**src/rtl/board_access_arbiter_pkg.sv**
```systemverilog
// Shared board geometry, cell encodings and address helpers for the board
// access arbiter and its store.
package board_access_arbiter_pkg;

  localparam int ROWS   = 6;
  localparam int COLS   = 7;
  localparam int CELL_W = 2;
  localparam int CELLS  = ROWS * COLS;
  localparam int ADDR_W = 6;

  typedef logic [ADDR_W-1:0] addr_t;
  typedef logic [CELL_W-1:0] cell_t;

  typedef enum logic [CELL_W-1:0] {
    EMPTY = 2'd0,
    P1    = 2'd1,
    P2    = 2'd2,
    RSVD  = 2'd3
  } cell_e;

  typedef enum logic {
    IDLE  = 1'b0,
    CLEAR = 1'b1
  } state_t;

  localparam addr_t LAST_ADDR = addr_t'(CELLS - 1);

  function automatic addr_t cell_addr(logic [2:0] row, logic [2:0] col);
    return addr_t'(row) * addr_t'(COLS) + addr_t'(col);
  endfunction

  // row/col can alias a valid linear address (e.g. col 7), so range is
  // judged on the coordinates, not on the address.
  function automatic logic in_range(logic [2:0] row, logic [2:0] col);
    return (row < 3'(ROWS)) && (col < 3'(COLS));
  endfunction

endpackage

```
**src/rtl/board_access_arbiter_if.sv**
```systemverilog
// Request/response bundle between the renderer, game logic, clear
// requester (master) and the board access arbiter (slave).
interface board_access_arbiter_if;
  import board_access_arbiter_pkg::*;

  logic       vblank;
  logic       vid_req;
  logic [2:0] vid_row;
  logic [2:0] vid_col;
  cell_t      vid_data;
  logic       vid_valid;
  logic       wr_req;
  logic [2:0] wr_row;
  logic [2:0] wr_col;
  cell_t      wr_data;
  logic       wr_ack;
  logic       clr_req;
  logic       clr_busy;

  modport master (
    output vblank, vid_req, vid_row, vid_col,
    output wr_req, wr_row, wr_col, wr_data, clr_req,
    input  vid_data, vid_valid, wr_ack, clr_busy
  );

  modport slave (
    input  vblank, vid_req, vid_row, vid_col,
    input  wr_req, wr_row, wr_col, wr_data, clr_req,
    output vid_data, vid_valid, wr_ack, clr_busy
  );

endinterface

```
**src/rtl/board_access_arbiter_store.sv**
```systemverilog
// Single-port ROWS*COLS cell register array with registered read data.
module board_store
  import board_access_arbiter_pkg::*;
(
  input  logic  clk,
  input  logic  reset,
  input  addr_t addr,
  input  logic  re,
  input  logic  we,
  input  cell_t wdata,
  output cell_t rdata
);

  logic [CELLS-1:0][CELL_W-1:0] cells;

  always_ff @(posedge clk or negedge reset) begin
    if (!reset) begin
      cells <= '0;
      rdata <= '0;
    end else begin
      if (we && addr <= LAST_ADDR) cells[addr] <= wdata;
      if (re) rdata <= (addr <= LAST_ADDR) ? cells[addr] : '0;
    end
  end

endmodule

```
**src/rtl/board_access_arbiter.sv**
```systemverilog
// Arbitrates the board store between video reads, a whole-board clear sweep
// and game-logic writes; changes land only in vertical blanking.
module board_access_arbiter
  import board_access_arbiter_pkg::*;
(
  input  logic                  clk,
  input  logic                  reset,
  board_access_arbiter_if.slave bus
);

  state_t state;
  addr_t  clr_addr;
  logic   clr_busy_q, wr_ack_q, vid_valid_q, vid_oor;

  addr_t  st_addr;
  logic   st_we;
  cell_t  st_wdata, st_rdata;

  logic   vid_in, wr_in, clr_step, wr_grant;

  assign vid_in   = in_range(bus.vid_row, bus.vid_col);
  assign wr_in    = in_range(bus.wr_row, bus.wr_col);
  assign clr_step = (state == CLEAR) && bus.vblank && !bus.vid_req;
  // Blocking on wr_ack_q stops a still-held wr_req from writing twice.
  assign wr_grant = bus.wr_req && (state == IDLE) && !bus.clr_req &&
                    bus.vblank && !bus.vid_req && !wr_ack_q;

  always_comb begin
    st_addr  = cell_addr(bus.wr_row, bus.wr_col);
    st_we    = 1'b0;
    st_wdata = bus.wr_data;
    if (bus.vid_req) begin
      st_addr = cell_addr(bus.vid_row, bus.vid_col);
    end else if (clr_step) begin
      st_addr  = clr_addr;
      st_we    = 1'b1;
      st_wdata = cell_t'(EMPTY);
    end else if (wr_grant) begin
      st_we = wr_in;
    end
  end

  board_store u_store (
    .clk   (clk),
    .reset (reset),
    .addr  (st_addr),
    .re    (bus.vid_req),
    .we    (st_we),
    .wdata (st_wdata),
    .rdata (st_rdata)
  );

  always_ff @(posedge clk or negedge reset) begin
    if (!reset) begin
      state       <= IDLE;
      clr_addr    <= '0;
      clr_busy_q  <= 1'b0;
      wr_ack_q    <= 1'b0;
      vid_valid_q <= 1'b0;
      vid_oor     <= 1'b0;
    end else begin
      vid_valid_q <= bus.vid_req;
      if (bus.vid_req) vid_oor <= !vid_in;
      wr_ack_q <= wr_grant;
      case (state)
        IDLE: begin
          if (bus.clr_req) begin
            state      <= CLEAR;
            clr_busy_q <= 1'b1;
            clr_addr   <= '0;
          end
        end
        CLEAR: begin
          if (clr_step) begin
            if (clr_addr == LAST_ADDR) begin
              state      <= IDLE;
              clr_busy_q <= 1'b0;
              clr_addr   <= '0;
            end else begin
              clr_addr <= clr_addr + addr_t'(1);
            end
          end
        end
        default: state <= IDLE;
      endcase
    end
  end

  // Held out-of-range flag keeps vid_data at 0 after an out-of-range read.
  assign bus.vid_data  = vid_oor ? cell_t'(EMPTY) : st_rdata;
  assign bus.vid_valid = vid_valid_q;
  assign bus.wr_ack    = wr_ack_q;
  assign bus.clr_busy  = clr_busy_q;

endmodule
```
**src/flat_wrapper.sv**
```systemverilog
// flat-port wrapper written by rule: the top's interface ports become plain ports
module board_access_arbiter_flat import board_access_arbiter_pkg::*;
  (clk, reset, bus_vblank, bus_vid_req, bus_vid_row, bus_vid_col, bus_wr_req, bus_wr_row, bus_wr_col, bus_wr_data, bus_clr_req, bus_vid_data, bus_vid_valid, bus_wr_ack, bus_clr_busy);
  board_access_arbiter_if bus_i ();
  input  logic clk;
  input  logic reset;
  input wire logic [$bits(bus_i.vblank)-1:0] bus_vblank;
  input wire logic [$bits(bus_i.vid_req)-1:0] bus_vid_req;
  input wire logic [$bits(bus_i.vid_row)-1:0] bus_vid_row;
  input wire logic [$bits(bus_i.vid_col)-1:0] bus_vid_col;
  input wire logic [$bits(bus_i.wr_req)-1:0] bus_wr_req;
  input wire logic [$bits(bus_i.wr_row)-1:0] bus_wr_row;
  input wire logic [$bits(bus_i.wr_col)-1:0] bus_wr_col;
  input wire logic [$bits(bus_i.wr_data)-1:0] bus_wr_data;
  input wire logic [$bits(bus_i.clr_req)-1:0] bus_clr_req;
  output wire logic [$bits(bus_i.vid_data)-1:0] bus_vid_data;
  output wire logic [$bits(bus_i.vid_valid)-1:0] bus_vid_valid;
  output wire logic [$bits(bus_i.wr_ack)-1:0] bus_wr_ack;
  output wire logic [$bits(bus_i.clr_busy)-1:0] bus_clr_busy;
  assign bus_i.vblank = bus_vblank;
  assign bus_i.vid_req = bus_vid_req;
  assign bus_i.vid_row = bus_vid_row;
  assign bus_i.vid_col = bus_vid_col;
  assign bus_i.wr_req = bus_wr_req;
  assign bus_i.wr_row = bus_wr_row;
  assign bus_i.wr_col = bus_wr_col;
  assign bus_i.wr_data = bus_wr_data;
  assign bus_i.clr_req = bus_clr_req;
  assign bus_vid_data = bus_i.vid_data;
  assign bus_vid_valid = bus_i.vid_valid;
  assign bus_wr_ack = bus_i.wr_ack;
  assign bus_clr_busy = bus_i.clr_busy;
  board_access_arbiter u_core (.clk(clk), .reset(reset), .bus(bus_i));
endmodule
```
**config.mk**
```make
export PLATFORM = sky130hd
export DESIGN_NAME = board_access_arbiter_flat
export DESIGN_NICKNAME = d
export VERILOG_FILES = /design/src/rtl/board_access_arbiter_pkg.sv /design/src/rtl/board_access_arbiter_if.sv /design/src/rtl/board_access_arbiter_store.sv /design/src/rtl/board_access_arbiter.sv /design/src/flat_wrapper.sv
export SDC_FILE = /design/constraint.sdc
export NUM_CORES = 1
export LEC_CHECK = 0
export ABC_AREA = 1
export CORE_MARGIN = 2
export CORE_UTILIZATION = 45
export CTS_CLUSTER_DIAMETER = 40
export DETAILED_ROUTE_END_ITERATION = 10
export SYNTH_ARGS = -nofsm -noshare
export SYNTH_HDL_FRONTEND = slang
export SYNTH_SLANG_ARGS = --single-unit
```
**constraint.sdc**
```tcl
create_clock -name clk -period 3.8 [get_ports clk]
set_input_delay 0.95 -clock clk [delete_from_list [all_inputs] [get_ports clk]]
set_output_delay 0.95 -clock clk [all_outputs]
set_load 0.01 [all_outputs]
```
==> impl_metrics.toml, run 1 <==
[run_status]
status = "complete, but fails checks"
violations = "setup timing"

[critical_path]
ff2ff_setup_slack_ns = 1.25
r2r_start = "u_core.state"
endpoint = "u_core.u_store.cells[36]"
crit_start = "bus_wr_row[1]"
reg2regPathDepth = 16
cp_common_cell = "nand2_2"
cpMaxStageDelayCell = "fa_1"
path_max_fanout = 8
path_cells = "buf_8, fa_1, inv_2, fa_1, inv_2, fa_2, inv_2, a21oi_2, nand2_2, o21ai_4, nor2_4, nand2_2, nand2_2, nand2_2, nand2_2, o21ai_4, buf_12, buf_16, nand3_4, nand2_2, o21ai_1"
rr_endpoint = "u_core.u_store.rdata[1]"
worstPathArrival_ns = 4.06
required_ns = 4.02
crit_type = "input pin to flip-flop"
cpPeakStageDelay_ns = 0.54
critPathLaunchType = "input pin"
worst_setup_path_end_kind = "flip-flop"

[detailed_routing]
vias = 5832
drc_errors = 0
post_drt_wl_per_cell_um = 15.90
vias_per_cell = 5.179
final_antenna_net_count = 0
dr.pass1.iters = 4
drt-initial-drc-count = 407
routed_wirelength_um = 17900

[sta]
hold-worst-slack_ns = 0.4755
grt_setup_unrepaired = "true"
skew_ns = 0.005342
slew_viol_final = 0
fin_ws_ns = -0.04389
period_minus_slack_ns = 3.844
finalCritPeriodShare_pct = 101.2
setup_tns_ns = -0.9910
relSlewSlack_pct = 38.63
hold_viol_final = 0
finalSetupViolations = 58
max_freq_mhz = 260.2
worst_pin_slew_ns = 0.9205

[synthesis]
synthTopCellsByCount = "nand2_1 (312), dfrtp_1 (97), inv_1 (82), o21ai_1 (82), nor2_1 (67)"
mappedNetlistArea_mm2 = 0.006711
synth-seq-cells = 97
syn_inst = 872
synth_edf_count = 0
syn-mean-instance-area_um2 = 7.697
synth-seq-area-share_pct = 36.17
synthTopCellsByArea = "dfrtp_1 (36%), nand2_1 (17%), nand3_4 (10%), o21ai_1 (6.1%), inv_1 (4.6%)"
synth.net_count = 922
async_flop_share_pct = 100.0
yosysTopAreaCell = "dfrtp_1"
ys_warn_count = 0
synth_ff_type = "dfrtp_1"
yosys.area.top_type_share_pct = 36.17
yosysMostFrequentCell = "nand2_1"
synthDistinctLibCells = 33

[floorplanning]
core-area_mm2 = 0.01453
start_util_pct = 46.18
die_area_mm2 = 0.01591
die_h_um = 126.1
ios = 25
num_rows = 44
die_x_um = 126.1

[clock_network]
cts_buffers = 9
clk_latency_ns = 0.35
ctsLongestPathBuffers = 2
cts.clk_slew.worst_paths_ns = 0.07
clock-sinks = 97
root_buffer = "clkbuf_16"
htreeDepth = 3
cts_tree = "built"

[placement]
gp_congestion = 0.9791
portBuffers = 24
dp_hpwl_um = 12120

[flow_run]
drv_cap = 0

[global_routing]
grt_pass1_wl_um = 29840
grt_start_max_net_pins = 69
overflow = 0
antenna_found_initial = 0
grt_usage_pct = 23.49
grt_pass1_vias = 5922

[layout]
utilization_pct = 57.06
area_growth_syn_to_layout_pct = 23.56
diodes = 0
multi_input_area_mm2 = 0.004155
drive_gt1_share_pct = 27.71
fillers = 1329
register_area_mm2 = 0.002427
nNetsFinal = 987

[power_and_ir_drop]
power_density_mw_per_mm2 = 467.2
vdd_drop_max_uv = 264.8
p_leak_nw = 3.670

[hold_path]
holdCritPathClass = "flip-flop to flip-flop"
## cell families (layout without fill, tap and decap cells)
| kind of cell | count (synthesis) | after routing | synth area share, % |
|---|---|---|---|
| DFF | 97 | 97 | 36.17 |
| AOI/OAI and AO/OA | 119 | 119 | 9.377 |
| and+or+nand+nor | 502 | 502 | 39.58 |
| xor gates and xnor gates | 3 | 3 | 0.3916 |
| adders and majority gates | 30 | 30 | 6.488 |
| buffers and inverters | 121 | 191 | 7.998 |
## repair_timing
| action | 4_1_cts | 5_1_grt |
|---|---|---|
| hold buffers | 0 | 0 |
| gates cloned | 2 | 1 |
| resized for setup | 60 | 100 |
| setup endpoints to repair | 86 | 86 |
| pin swaps | 17 | 28 |
| buffers inserted | 12 | 3 |
## area by class of cell
class                           instances  share of cell area (%)
Multi-Input combinational cell        654                   50.11
Sequential cell                        97                   29.27
Timing Repair Buffer                   88                   10.49
Inverter                               87                   3.983
Clock buffer                           10                   2.882
Tap cell                              184                   2.776
Clock inverter                          6                  0.4979
## metrics by stage
step | instance area, µm² | instances | power, W | setup WS (ns)
6_report | 8293 | 1126 | 0.003875 | -0.04389
5_1_grt | 8293 | 1126 | 0.004131 | -0.2221
2_1_floorplan | 6743 | 872 | 0.002296 | -0.09863
3_5_place_dp | 7452 | 1095 | 0.002735 | -0.8191
3_3_place_gp | 7452 | 1095 | 0.002705 | -0.8068
4_1_cts | 8018 | 1125 | 0.003795 | -0.07918
## worst max-delay path, delay by kind of cell
kind | cells | cell delay, ns
buffers and inverters | 6 | 0.58
AOI/OAI and AO/OA | 4 | 0.36
adders and majority gates | 3 | 1.58
and+or+nand+nor | 8 | 0.59
## registers in the layout (all words and copies together) (netlist names)
signal	cells
u_core.bus.clr_busy	1
u_core.u_store.rdata	2
u_core.clr_addr	6
u_core.bus.wr_ack	1
u_core.bus.vid_valid	1
u_core.vid_oor	1
u_core.u_store.cells	84
u_core.state	1
## how the worst min path moves through the flow
stage | from | end | slack (ns) | depth (start not counted)
2_1_floorplan | u_core.u_store.cells[16] | u_core.u_store.cells[16] | 0.45 | 2
3_3_place_gp | u_core.bus.wr_ack | u_core.bus.wr_ack | 0.45 | 1
3_5_place_dp | u_core.bus.wr_ack | u_core.bus.wr_ack | 0.46 | 1
4_1_cts | u_core.bus.wr_ack | u_core.bus.wr_ack | 0.47 | 1
5_1_grt | u_core.bus.wr_ack | u_core.bus.wr_ack | 0.50 | 1
6_report | u_core.bus.wr_ack | u_core.bus.wr_ack | 0.48 | 1
## routing by layer
metal	GRT usage (%)	wire length, µm	vias up	part of all wire, %
met2	37.82	8427	113	47
met3	3.101	747	24	4.2
met4	8.209	363	0	2.0
met5	0	0	-	0
li1	-	-	2922	-
met1	32.71	8360	2773	47
## cells in the final DEF (no fill, tap or decap), types with 2 or more instances in the layout
cell             instances
buf_4                   52
nand3_4                 41
nand4_1                  3
o21ai_1                 79
inv_1                   76
clkdlybuf4s50_1         17
a21oi_1                 16
nand3_2                  8
o21ai_4                  2
fa_2                     2
fa_1                     6
clkbuf_16               10
clkinv_4                 2
a21oi_4                  3
buf_12                   8
buf_16                   2
o21ai_2                  5
nor2_2                  35
dfrtp_1                 97
buf_2                    2
nand3_1                 18
clkinv_2                 4
clkbuf_2                 2
nor2_4                   6
nand2_4                  8
nor2_1                  28
ha_1                    21
inv_2                    9
buf_6                    3
a21oi_2                  4
xor2_1                   3
nand2_1                264
o22ai_1                  2
nand3b_1                35
nor3_1                   8
o21ai_0                  7
nand2_2                 46
## power breakdown
group / internal [W] / switching [W] / total [W]
clock network: 0.000463 / 0.000415 / 0.000878
registers: 0.00122 / 0.000121 / 0.00134
logic: 0.000683 / 0.000969 / 0.00165
total: 0.00237 / 0.00150 / 0.00387
Power figures use the tool's default switching activity.
==> run 2: changes to the inputs <==
Settings changed: PLACE_DENSITY set to 0.67, SETUP_SLACK_MARGIN set to 0.05.
==> run 2 against run 1 <==
The run still ends with setup timing left. Sequential power barely moved. Worst setup slack worse by 0.053 ns. Final area fell by 0.86%. Maximum frequency is 1.4% lower. Count of clock-buffer cells in the layout stayed put. Cell count hardly changed. Sequential share of layout area is 0.25 points higher. Largest cell class unchanged. Highest routed layer unchanged.
==> impl_metrics.toml, run 2 (synthesized netlist as in run 1, its figures left out) <==
[detailed_routing]
dr.pass1.iters = 5
post_drt_wl_per_cell_um = 15.12
vias_per_cell = 5.185
final_antenna_net_count = 0
drt-initial-drc-count = 476
vias = 5843
drc_errors = 0
routed_wirelength_um = 17040

[sta]
worst_pin_slew_ns = 0.6171
hold-worst-slack_ns = 0.4794
finalSetupViolations = 47
skew_ns = 0.005606
fin_ws_ns = -0.09711
period_minus_slack_ns = 3.897
relSlewSlack_pct = 58.86
max_freq_mhz = 256.6
slew_viol_final = 0
finalCritPeriodShare_pct = 102.6
hold_viol_final = 0
grt_setup_unrepaired = "true"

[layout]
utilization_pct = 56.57
design_area_mm2 = 0.008222
nNetsFinal = 989
largest_register_ffs = 84
drive_gt1_share_pct = 26.09
top_regs = "u_core.u_store.cells x84, u_core.clr_addr x6, u_core.u_store.rdata x2"
fillers = 1331
diodes = 0
final_common_cell = "nand2_1"
top_register = "u_core.u_store.cells"
most-common-layout-cells = "nand2_1 (269), dfrtp_1 (97), o21ai_1 (78), inv_1 (77), buf_4 (48)"
area_growth_syn_to_layout_pct = 22.50

[power_and_ir_drop]
vdd_drop_max_uv = 278.7
p_total_w = 0.003803
power_density_mw_per_mm2 = 462.6
p_leak_nw = 3.639

[critical_path]
reg2regPathDepth = 18
worst_setup_path_end_kind = "flip-flop"
crit_type = "input pin to flip-flop"
required_ns = 4.02
critPathLaunchType = "input pin"
worstPathArrival_ns = 4.11
r2r_start = "u_core.state"
path_max_fanout = 5
crit_start = "bus_wr_row[1]"

[floorplanning]
start_util_pct = 46.18
core-area_mm2 = 0.01453
ios = 25
die_x_um = 126.1
die_area_mm2 = 0.01591
die_h_um = 126.1
num_rows = 44

[clock_network]
clock-sinks = 97
htreeDepth = 3
holdBufCountCts = 0
root_buffer = "clkbuf_16"
cts.clk_slew.worst_paths_ns = 0.06
cts_buffers = 9
clk_latency_ns = 0.36
cts_tree = "built"
ctsLongestPathBuffers = 2

[global_routing]
grt_pass1_vias = 5706
grt_usage_pct = 22.64
grt_start_max_net_pins = 52
overflow = 0
antenna_found_initial = 0
grt_pass1_wl_um = 28940

[run_status]
status = "complete, but fails checks"
violations = "setup timing"

[placement]
portBuffers = 24
gp_congestion = 0.9004
place_area_mm2 = 0.007485
dp_hpwl_um = 11430

[hold_path]
hold_depth = 1
holdCritPathClass = "flip-flop to flip-flop"
min-delay-start = "u_core.bus.wr_ack"

[flow_run]
drv_cap = 0
run 2: cell count changes in the layout (fill, tap and decap cells not counted), sizes merged:
cell	delta
clkbuf	-3
buf	+5
clkinvlp	+1
clkinv	-2
run 2: metrics by stage:
stage / setup WS [ns] / instances / setup TNS (ns)
6_report: -0.09711 / 1127 / -2.504
5_1_grt: -0.2678 / 1127 / -15.54
4_1_cts: -0.06729 / 1127 / -2.081
3_5_place_dp: -0.8870 / 1096 / -68.28
3_3_place_gp: -0.8469 / 1096 / -66.11
2_1_floorplan: -0.09863 / 872 / -6.394
run 2: area by class of cell:
class | instances | area (µm²) | area share, %
clock inverter | 5 | 31.28 | 0.3805
tap | 184 | 230.2 | 2.800
multi-input combinational | 654 | 4065 | 49.44
timing repair buffer | 90 | 900.9 | 10.96
clock buffer | 10 | 239.0 | 2.907
inverter | 87 | 327.8 | 3.987
sequential | 97 | 2427 | 29.52
run 2: where the power goes:
group | internal (W) | switching (W) | total, W
Clock | 0.000457 | 0.000400 | 0.000856
Sequential | 0.00122 | 0.000119 | 0.00134
Combinational | 0.000671 | 0.000933 | 0.00160
run 2: per-layer routing:
layer	GRT usage (%)	part of all wire, %	routed length, µm	up-vias
met2	35.74	47	7968	102
met4	8.080	1.8	308	0
met1	32.09	48	8159	2800
li1	-	-	-	2918
met5	0	0	0	-
met3	2.931	3.5	597	23
run 2: what timing repair did:
action / CTS / global route
resized for setup: 56 / 80
cloned: 2 / 0
endpoints found under the setup margin: 86 / 86
buffers inserted: 14 / 4
pin swaps: 22 / 24
run 2: critical path: stages:
cell	delay, ns
buf_6	0.10
fa_1	0.54
inv_2	0.04
fa_1	0.53
inv_2	0.05
fa_2	0.52
inv_2	0.03
a21oi_2	0.12
nand2_2	0.08
o21ai_4	0.10
nor2_4	0.04
nand2_1	0.08
nand2_1	0.07
nand2_2	0.09
nand2_2	0.07
o21ai_4	0.08
buf_6	0.17
buf_12	0.11
buf_12	0.12
nand3_4	0.08
nand2_2	0.07
o21ai_1	0.06
run 2: path summary, 6_finish.rpt:
path	to	slack [ns]
min in group asynchronous	u_core.u_store.cells[76]	0.61
setup / recovery	u_core.u_store.cells[44]	-0.1
hold / removal	u_core.bus.wr_ack	0.48
hold reg to reg	u_core.bus.wr_ack	0.48
setup reg to reg	u_core.u_store.cells[44]	1.34
max in group asynchronous	u_core.u_store.cells[74]	2.50
